$ cat src/rtl/dsp_power_supervisor.sv
// Dual-DSP power supervisor: staggered bring-up, fault attribution, cooldown/retry and shutdown.
// Optional bring-up retries are enabled by defining DSP_SUPERVISOR_RETRY_EN.
`timescale 1ns/1ps

module dsp_power_supervisor #(
  parameter int unsigned PRESCALE_W = 13
) (
  input  logic       sysclk,
  input  logic       reset,
  input  logic       board_enable,
  input  logic [3:0] dsp0_state,
  input  logic [3:0] dsp1_state,
  output logic       dsp0_enable,
  output logic       dsp1_enable,
  output logic       all_on,
  output logic       fault,
  output logic [1:0] fault_dsp,
  output logic [1:0] retry_count,
  output logic [2:0] sup_state
);

  localparam int unsigned TIMER_W = 5;
  localparam logic [TIMER_W-1:0] TIMER_MAX     = 5'd31;
  localparam logic [TIMER_W-1:0] T_BRINGUP_TO  = 5'd20;
  localparam logic [TIMER_W-1:0] T_STAGGER     = 5'd4;
  localparam logic [TIMER_W-1:0] T_COOL_MIN    = 5'd16;
  localparam logic [3:0]         DSP_ON        = 4'b1001;
  localparam logic [3:0]         DSP_OFF       = 4'b0000;

  typedef enum logic [2:0] {
    ST_IDLE     = 3'b000,
    ST_BRINGUP0 = 3'b001,
    ST_STAGGER  = 3'b010,
    ST_BRINGUP1 = 3'b011,
    ST_RUN      = 3'b100,
    ST_COOLDOWN = 3'b101,
    ST_FAULT    = 3'b110,
    ST_SHUTDOWN = 3'b111
  } state_e;

  state_e                state_q, state_d;
  logic [PRESCALE_W-1:0] presc_q, presc_d;
  logic [TIMER_W-1:0]    timer_q, timer_d;
  logic [1:0]            fault_dsp_q, fault_dsp_d;
  logic [1:0]            retry_q, retry_d;
  logic                  dsp0_en_q, dsp0_en_d;
  logic                  dsp1_en_q, dsp1_en_d;
  logic                  all_on_q, all_on_d;
  logic                  fault_q, fault_d;
  logic                  tick;
  logic                  dsp0_on, dsp1_on, both_off;
  logic                  retry_ok;

  assign presc_d  = presc_q + PRESCALE_W'(1);
  assign tick     = &presc_q;
  assign dsp0_on  = (dsp0_state == DSP_ON);
  assign dsp1_on  = (dsp1_state == DSP_ON);
  assign both_off = (dsp0_state == DSP_OFF) && (dsp1_state == DSP_OFF);

`ifdef DSP_SUPERVISOR_RETRY_EN
  assign retry_ok = (retry_q < 2'd3);
`else
  assign retry_ok = 1'b0;
`endif

  // Tick timer restarts on every state change and saturates
  always_comb begin
    timer_d = timer_q;
    if (state_d != state_q) begin
      timer_d = '0;
    end else if (tick && (timer_q != TIMER_MAX)) begin
      timer_d = timer_q + TIMER_W'(1);
    end
  end

  // State and registered outputs
  always_ff @(posedge sysclk or posedge reset) begin
    if (reset) begin
      state_q     <= ST_IDLE;
      presc_q     <= '0;
      timer_q     <= '0;
      fault_dsp_q <= '0;
      retry_q     <= '0;
      dsp0_en_q   <= 1'b0;
      dsp1_en_q   <= 1'b0;
      all_on_q    <= 1'b0;
      fault_q     <= 1'b0;
    end else begin
      state_q     <= state_d;
      presc_q     <= presc_d;
      timer_q     <= timer_d;
      fault_dsp_q <= fault_dsp_d;
      retry_q     <= retry_d;
      dsp0_en_q   <= dsp0_en_d;
      dsp1_en_q   <= dsp1_en_d;
      all_on_q    <= all_on_d;
      fault_q     <= fault_d;
    end
  end

  // Next state, fault attribution and retry bookkeeping; board_enable drop wins
  always_comb begin
    state_d     = state_q;
    fault_dsp_d = fault_dsp_q;
    retry_d     = retry_q;
    case (state_q)
      ST_IDLE: begin
        fault_dsp_d = '0;
        retry_d     = '0;
        if (board_enable) state_d = ST_BRINGUP0;
      end
      ST_BRINGUP0: begin
        if (!board_enable) begin
          state_d = ST_SHUTDOWN;
        end else if (dsp0_on) begin
          state_d = ST_STAGGER;
        end else if (timer_q == T_BRINGUP_TO) begin
          fault_dsp_d[0] = 1'b1;
          state_d        = ST_COOLDOWN;
        end
      end
      ST_STAGGER: begin
        if (!board_enable) begin
          state_d = ST_SHUTDOWN;
        end else if (!dsp0_on) begin
          fault_dsp_d[0] = 1'b1;
          state_d        = ST_COOLDOWN;
        end else if (timer_q == T_STAGGER) begin
          state_d = ST_BRINGUP1;
        end
      end
      ST_BRINGUP1: begin
        if (!board_enable) begin
          state_d = ST_SHUTDOWN;
        end else if (!dsp0_on) begin
          fault_dsp_d[0] = 1'b1;
          state_d        = ST_COOLDOWN;
        end else if (dsp1_on) begin
          state_d = ST_RUN;
        end else if (timer_q == T_BRINGUP_TO) begin
          fault_dsp_d[1] = 1'b1;
          state_d        = ST_COOLDOWN;
        end
      end
      ST_RUN: begin
        if (!board_enable) begin
          state_d = ST_SHUTDOWN;
        end else if (!dsp0_on || !dsp1_on) begin
          fault_dsp_d = fault_dsp_q | {~dsp1_on, ~dsp0_on};
          state_d     = ST_COOLDOWN;
        end
      end
      ST_COOLDOWN: begin
        if (!board_enable) begin
          state_d = ST_SHUTDOWN;
        end else if (((timer_q >= T_COOL_MIN) && both_off) || (timer_q == TIMER_MAX)) begin
          if (retry_ok) begin
            retry_d = retry_q + 2'(1);
            state_d = ST_BRINGUP0;
          end else begin
            state_d = ST_FAULT;
          end
        end
      end
      ST_FAULT: begin
        if (!board_enable) state_d = ST_IDLE;
      end
      ST_SHUTDOWN: begin
        if (both_off || (timer_q == TIMER_MAX)) state_d = ST_IDLE;
      end
      default: state_d = ST_IDLE;
    endcase
  end

  // Output decode from the upcoming state so outputs track sup_state
  always_comb begin
    dsp0_en_d = 1'b0;
    dsp1_en_d = 1'b0;
    all_on_d  = 1'b0;
    fault_d   = 1'b0;
    case (state_d)
      ST_BRINGUP0,
      ST_STAGGER:  dsp0_en_d = 1'b1;
      ST_BRINGUP1: begin
        dsp0_en_d = 1'b1;
        dsp1_en_d = 1'b1;
      end
      ST_RUN: begin
        dsp0_en_d = 1'b1;
        dsp1_en_d = 1'b1;
        all_on_d  = 1'b1;
      end
      ST_FAULT:    fault_d = 1'b1;
      default:     ;
    endcase
  end

  assign dsp0_enable = dsp0_en_q;
  assign dsp1_enable = dsp1_en_q;
  assign all_on      = all_on_q;
  assign fault       = fault_q;
  assign fault_dsp   = fault_dsp_q;
  assign retry_count = retry_q;
  assign sup_state   = state_q;

endmodule

$ cat config.mk
export PLATFORM = sky130hd
export DESIGN_NAME = dsp_power_supervisor
export DESIGN_NICKNAME = d
export VERILOG_FILES = /design/src/rtl/dsp_power_supervisor.sv
export SDC_FILE = /design/constraint.sdc
export NUM_CORES = 1
export LEC_CHECK = 0
export CAP_MARGIN = 20
export CORE_MARGIN = 2
export CORE_UTILIZATION = 60
export CTS_BUF_LIST = sky130_fd_sc_hd__clkbuf_8
export DETAILED_ROUTE_END_ITERATION = 16
export PLACE_DENSITY = 0.87
export SYNTH_ARGS = -nofsm -noshare
export SYNTH_HDL_FRONTEND = slang
export SYNTH_SLANG_ARGS = --single-unit
$ cat constraint.sdc
create_clock -name sysclk -period 4.9 [get_ports sysclk]
set_input_delay 1.47 -clock sysclk [delete_from_list [all_inputs] [get_ports sysclk]]
set_output_delay 1.47 -clock sysclk [all_outputs]
set_load 0.005 [all_outputs]
==> impl_metrics.json, run 1 <==
{
  "drv_cap": 0,
  "cts-root-buf": "clkbuf_8",
  "dieArea_sq_um": 3000,
  "core_area_sq_um": 2450,
  "dp_hpwl_mm": 2.28,
  "period_share_pct": 74.4,
  "clk_path_buf_depth": 2,
  "period_needed_ns": 3.65,
  "ys.warnings.count": 0,
  "io_pins": 22,
  "finalMaxSlewViolations": 0,
  "fmax_mhz": 274,
  "fin_skew_ns": 0.00680,
  "worstSetupPathType": "in -> reg",
  "first_iter_violations": 62,
  "worst-endpoint-arrival_ns": 3.84,
  "cts_tree": "done",
  "synthXorXnorAreaFrac_pct": 7.94,
  "setup_viol": 0,
  "hold_violations": 0,
  "io_buffers": 19,
  "layoutNonFillerInstCount": 204,
  "fillers": 174,
  "clock_latency_ns": 0.26,
  "placed_area_sq_um": 1710,
  "cp_data_required_time_ns": 5.09,
  "synth_flop_cell": "dfrtp_1",
  "initial_utilization_pct": 62.9,
  "area_delta_synth_final_pct": 15.3,
  "synth.mux.area_fraction_pct": 1.30,
  "ctsHoldBuffers": 0,
  "power-per-cell-area_nw_per_um2": 431,
  "postRouteAntennaNets": 0,
  "tightest_slew_ns": 0.539,
  "synth_compound_area_share_pct": 14.7,
  "clock_sink_count": 27,
  "setup_ws_ns": 1.25,
  "post_cts_resized": 0,
  "dr.pass1.iters": 4,
  "htree_levels": 1,
  "end_kind": "register",
  "vdd_drop_max_mv": 0.402,
  "max_slew_margin_pct": 63.8,
  "wl_per_cell_microns": 15.6,
  "start_kind": "primary input",
  "stdcell_area_sq_um": 1780,
  "dpl.cell_count": 199,
  "async_flop_share_pct": 100,
  "rsz0062_at_grt": "no",
  "die_x_microns": 54.8,
  "layout-drive-gt1-share_pct": 5.75,
  "min_path_type": "reg -> reg",
  "cp_max_fo": 12,
  "track_usage_pct": 22.7,
  "vias_per_cell": 6.19,
  "rows": 18,
  "die_h_microns": 54.8,
  "met3_usage_pct": 6.01,
  "finalSetupTns_ns": 0,
  "synth-simple-area-share_pct": 21.6,
  "dp_slack_ns": 0.989,
  "grt_pass1_vias": 1077,
  "grt_use_met1_pct": 28.4,
  "leakage_nw": 0.801,
  "outcome": "completed",
  "antenna_found_initial": 0,
  "gp_congestion": 0.900,
  "synth-seq-area-share_pct": 43.7,
  "syn-mean-instance-area_sq_um": 9.84,
  "synth_top_family_by_area": "simple AND/OR/NAND/NOR gates",
  "path_clk_slew_ns": 0.08,
  "gr-total-overflow": 0,
  "numCtsBuffers": 3,
  "cts_setup_buffers": 0,
  "synth_seq_cells": 27,
  "syn_inst": 157,
  "wl_mm": 3.17,
  "grt_max_degree": 28,
  "grt_pass1_wl_mm": 4.80,
  "synth_adder_area_share_pct": 3.24,
  "drcViolationCount": 0,
  "top_usage_layer": "met2",
  "synth_area_sq_um": 1550,
  "nNetsFinal": 190,
  "synth_edf_count": 0,
  "insertedDiodeCount": 0,
  "vias": 1262,
  "synth_cell_type_count": 44,
  "grt_use_met2_pct": 39.5
}
==> where the power goes <==
group          internal (mW)  switching (mW)  leakage [nW]
clock network         0.0559          0.0609        0.0269
logic                  0.164           0.180         0.430
registers              0.254          0.0521         0.344
==> registers in the layout (all words and copies together), names as in the netlist <==
register / flops
presc_q: 13
timer_q: 5
sup_state: 3
fault_dsp: 2
all_on: 1
dsp0_enable: 1
dsp1_enable: 1
fault: 1
==> cell usage in the layout, fill, tap and decap left out, types with 3 or more instances in the layout <==
master           count
and3_1               7
a21oi_1              4
ha_1                 4
dfrtp_1             27
nand2_1              5
a311oi_1             3
nand4_1              5
xor2_1               3
nor4_1               3
a31oi_1              3
clkdlybuf4s50_1     19
o21ai_0             11
nor2_1              10
nand3_1             13
inv_1               12
xnor2_1             11
clkbuf_8             3
==> cells by family after synthesis <==
family,Yosys count
XOR/XNOR,14
other,1
AND/OR/NAND/NOR,56
buffers and inverters,20
AO/OA/AOI/OAI,33
adder cells (fa/ha/maj),4
multiplexers,2
flip-flops,27
==> Yosys cell counts (2+ instances only) <==
library cell / count / area [sq um]
nor2_1: 10 / 37.5
a311oi_1: 3 / 26.3
mux2i_1: 2 / 20.0
a21oi_1: 4 / 20.0
dfrtp_1: 27 / 676
a31oi_1: 3 / 18.8
nand2_1: 5 / 18.8
and3_1: 7 / 43.8
inv_1: 11 / 41.3
o31ai_1: 2 / 15.0
ha_1: 4 / 50.1
nor4_1: 3 / 18.8
nor3_1: 2 / 10.0
o211ai_1: 2 / 15.0
nand4_1: 5 / 31.3
a211oi_1: 2 / 15.0
nand3_1: 13 / 65.1
nand3b_1: 2 / 15.0
xor2_1: 3 / 26.3
o21ai_0: 11 / 55.1
buf_4: 2 / 15.0
buf_6: 2 / 22.5
xnor2_1: 11 / 96.3
==> routing by layer <==
layer / part of all wire, % / wire length (microns) / up-vias
met5: 0 / 0 / -
met4: 0.91 / 29 / 0
met3: 6.7 / 212 / 4
met2: 53 / 1680 / 49
met1: 39 / 1250 / 607
li1: - / - / 602
==> area by class of cell <==
| class | instances | area, sq um | share of cell area [%] |
|---|---|---|---|
| clock inverters | 1 | 3.75 | 0.211 |
| flip-flops and latches | 27 | 676 | 37.9 |
| multi-input cells | 111 | 761 | 42.7 |
| well taps | 30 | 37.5 | 2.11 |
| inverters | 12 | 45.0 | 2.53 |
| repair buffers | 20 | 218 | 12.2 |
| clock buffers | 3 | 41.3 | 2.32 |
==> path summary, 6_finish.rpt <==
check | slack, ns | cells after the start | endpoint | start
worst min-delay path | 0.48 | 1 | presc_q[4]$_DFF_PP0_ | presc_q[4]$_DFF_PP0_
worst max register to register | 2.42 | 9 | timer_q[3]$_DFFE_PP0P_ | timer_q[0]$_DFFE_PP0P_
worst min register to register | 0.48 | 1 | presc_q[4]$_DFF_PP0_ | presc_q[4]$_DFF_PP0_
worst max-delay path | 1.25 | 8 | timer_q[3]$_DFFE_PP0P_ | board_enable
max in group asynchronous | 3.12 | 3 | timer_q[3]$_DFFE_PP0P_ | reset
min in group asynchronous | 1.40 | 2 | dsp1_enable$_DFF_PP0_ | reset
==> per-stage QoR <==
step	hold slack, ns	power (mW)	util, %
after floorplan	0.435	0.544	-
after detailed placement	0.459	0.645	69.6
after CTS	0.471	0.763	71.5
final	0.477	0.768	72.6
after global routing	0.498	0.820	72.6
after global placement	0.453	0.632	69.6
==> worst max-delay path, stage by stage <==
cell and delay, ns:
clkdlybuf4s50_1 0.68, inv_1 0.14, or3_4 0.41, a41oi_2 0.16
nor3b_4 0.25, inv_2 0.08, a2111o_1 0.50, nor2_1 0.14
No activity file was read; power rests on OpenSTA's default activity.
==> run 2: changes to the inputs <==
- CORE_UTILIZATION: 60 -> 51
- PLACE_DENSITY: 0.87 -> 0.78
- clock period: 4.9 -> 3.35 ns (I/O delays scaled with it)
==> run 2 against run 1 <==
Effect of this change:
- sequential share of layout area fell by 0.55 points
- via count fell by 1.3%
- first-iteration DRC count up 27%
- power increased by 47%
- non-clock buffer count is 6 higher
- critical path type unchanged
- largest power group unchanged
==> impl_metrics.json, run 2 (synthesized netlist as in run 1, its figures left out) <==
{
  "vdd_drop_max_mv": 0.275,
  "htree_levels": 1,
  "largest-register": "presc_q",
  "antenna_found_initial": 0,
  "path_delay_family": "simple AND/OR/NAND/NOR gates",
  "dp_hpwl_mm": 2.23,
  "power-per-cell-area_nw_per_um2": 624,
  "fmax_mhz": 336,
  "cp_slowest_cell": "a2111o_1",
  "core_area_sq_um": 2830,
  "start_kind": "primary input",
  "wl_mm": 2.94,
  "post_cts_resized": 0,
  "clk_path_buf_depth": 2,
  "final_util_pct": 63.9,
  "postRouteAntennaNets": 0,
  "die_x_microns": 59.0,
  "numCtsBuffers": 3,
  "vias": 1245,
  "initial_utilization_pct": 54.6,
  "leakage_nw": 0.823,
  "finalMaxSlewViolations": 0,
  "drcViolationCount": 0,
  "dr.pass1.iters": 4,
  "min_path_type": "reg -> reg",
  "vias_per_cell": 5.90,
  "die_h_microns": 59.0,
  "max_stage_delay_ns": 0.49,
  "clock_sink_count": 27,
  "layout_common_cells": "dfrtp_1 (27), clkdlybuf4s50_1 (19), nand3_1 (13), inv_1 (12)",
  "largest_register_ffs": 13,
  "ctsHoldBuffers": 0,
  "dieArea_sq_um": 3490,
  "first_iter_violations": 79,
  "insertedDiodeCount": 0,
  "outcome": "completed",
  "wl_per_cell_microns": 13.9,
  "fin_skew_ns": 0.00421,
  "cp_cell_sequence": "clkdlybuf4s50_1 > and4bb_1 > or3_4 > a41oi_2 > nor3b_4 > inv_2 > a2111o_1 > nor2_1",
  "setup_viol": 0,
  "grt_max_degree": 28,
  "gp_congestion": 0.905,
  "nNetsFinal": 196,
  "fillers": 241,
  "worstSetupPathType": "in -> reg",
  "area_delta_synth_final_pct": 17.0,
  "cp_max_fo": 5,
  "gr-total-overflow": 0,
  "cp_data_required_time_ns": 3.55,
  "cts-root-buf": "clkbuf_8",
  "clock_latency_ns": 0.27,
  "hold_violations": 0,
  "grt_pass1_vias": 1090,
  "grt_pass1_wl_mm": 4.92,
  "worst-endpoint-arrival_ns": 3.17,
  "cts_tree": "done",
  "finalSetupTns_ns": 0,
  "critical_path_buf_inv_count": 2,
  "period_needed_ns": 2.97,
  "track_usage_pct": 18.3,
  "layout-drive-gt1-share_pct": 8.89,
  "layout.cells.most_common": "dfrtp_1",
  "path_clk_slew_ns": 0.08,
  "rsz0062_at_grt": "no",
  "end_kind": "register",
  "cts_setup_buffers": 0,
  "io_pins": 22,
  "io_buffers": 19,
  "drv_cap": 0,
  "rows": 19,
  "period_share_pct": 88.7
}
==> run 2: path summary, 6_finish.rpt <==
kind / from / endpoint / slack (ns) / cells past startpoint
setup / recovery: dsp0_state[2] / timer_q[3]$_DFFE_PP0P_ / 0.38 / 8
setup reg to reg: timer_q[0]$_DFFE_PP0P_ / timer_q[3]$_DFFE_PP0P_ / 0.92 / 9
max in group asynchronous: reset / presc_q[1]$_DFF_PP0_ / 2.01 / 3
min in group asynchronous: reset / sup_state[2]$_DFF_PP0_ / 1.09 / 3
hold / removal: presc_q[0]$_DFF_PP0_ / presc_q[0]$_DFF_PP0_ / 0.48 / 1
hold reg to reg: presc_q[0]$_DFF_PP0_ / presc_q[0]$_DFF_PP0_ / 0.48 / 1
==> run 2: per-stage QoR <==
stage                     power [mW]  cells  instance area [sq um]  hold WS (ns)  setup slack (ns)
after floorplan                0.796    158                   1550         0.435             0.616
after global placement         0.941    207                   1760         0.453             0.159
final                           1.13    211                   1810         0.476             0.378
after detailed placement       0.955    207                   1760         0.461             0.104
after global routing            1.22    211                   1810         0.494             0.217
after CTS                       1.13    211                   1810         0.474             0.386
==> run 2: routing by layer <==
layer / vias to the layer above / global-route usage [%] / part of all wire, %
met1: 591 / 25.6 / 46
met2: 34 / 29.8 / 50
met3: 4 / 3.28 / 3.6
li1: 616 / - / -
met5: - / 0 / 0
met4: 0 / 3.90 / 0.75
==> run 2: final cells by class <==
class                      count  area (sq um)  share of cell area, %
clock inverter                 1          3.75                  0.208
tap                           31          38.8                   2.15
clock buffer                   3          41.3                   2.28
sequential                    27           676                   37.4
timing repair buffer          26           243                   13.4
multi-input combinational    111           761                   42.1
inverter                      12          45.0                   2.49
==> run 2: power breakdown <==
part | switching [mW] | internal (mW) | leakage (nW)
registers | 0.0760 | 0.372 | 0.344
clock network | 0.0955 | 0.0821 | 0.0269
logic | 0.256 | 0.247 | 0.453
total | 0.428 | 0.701 | 0.823
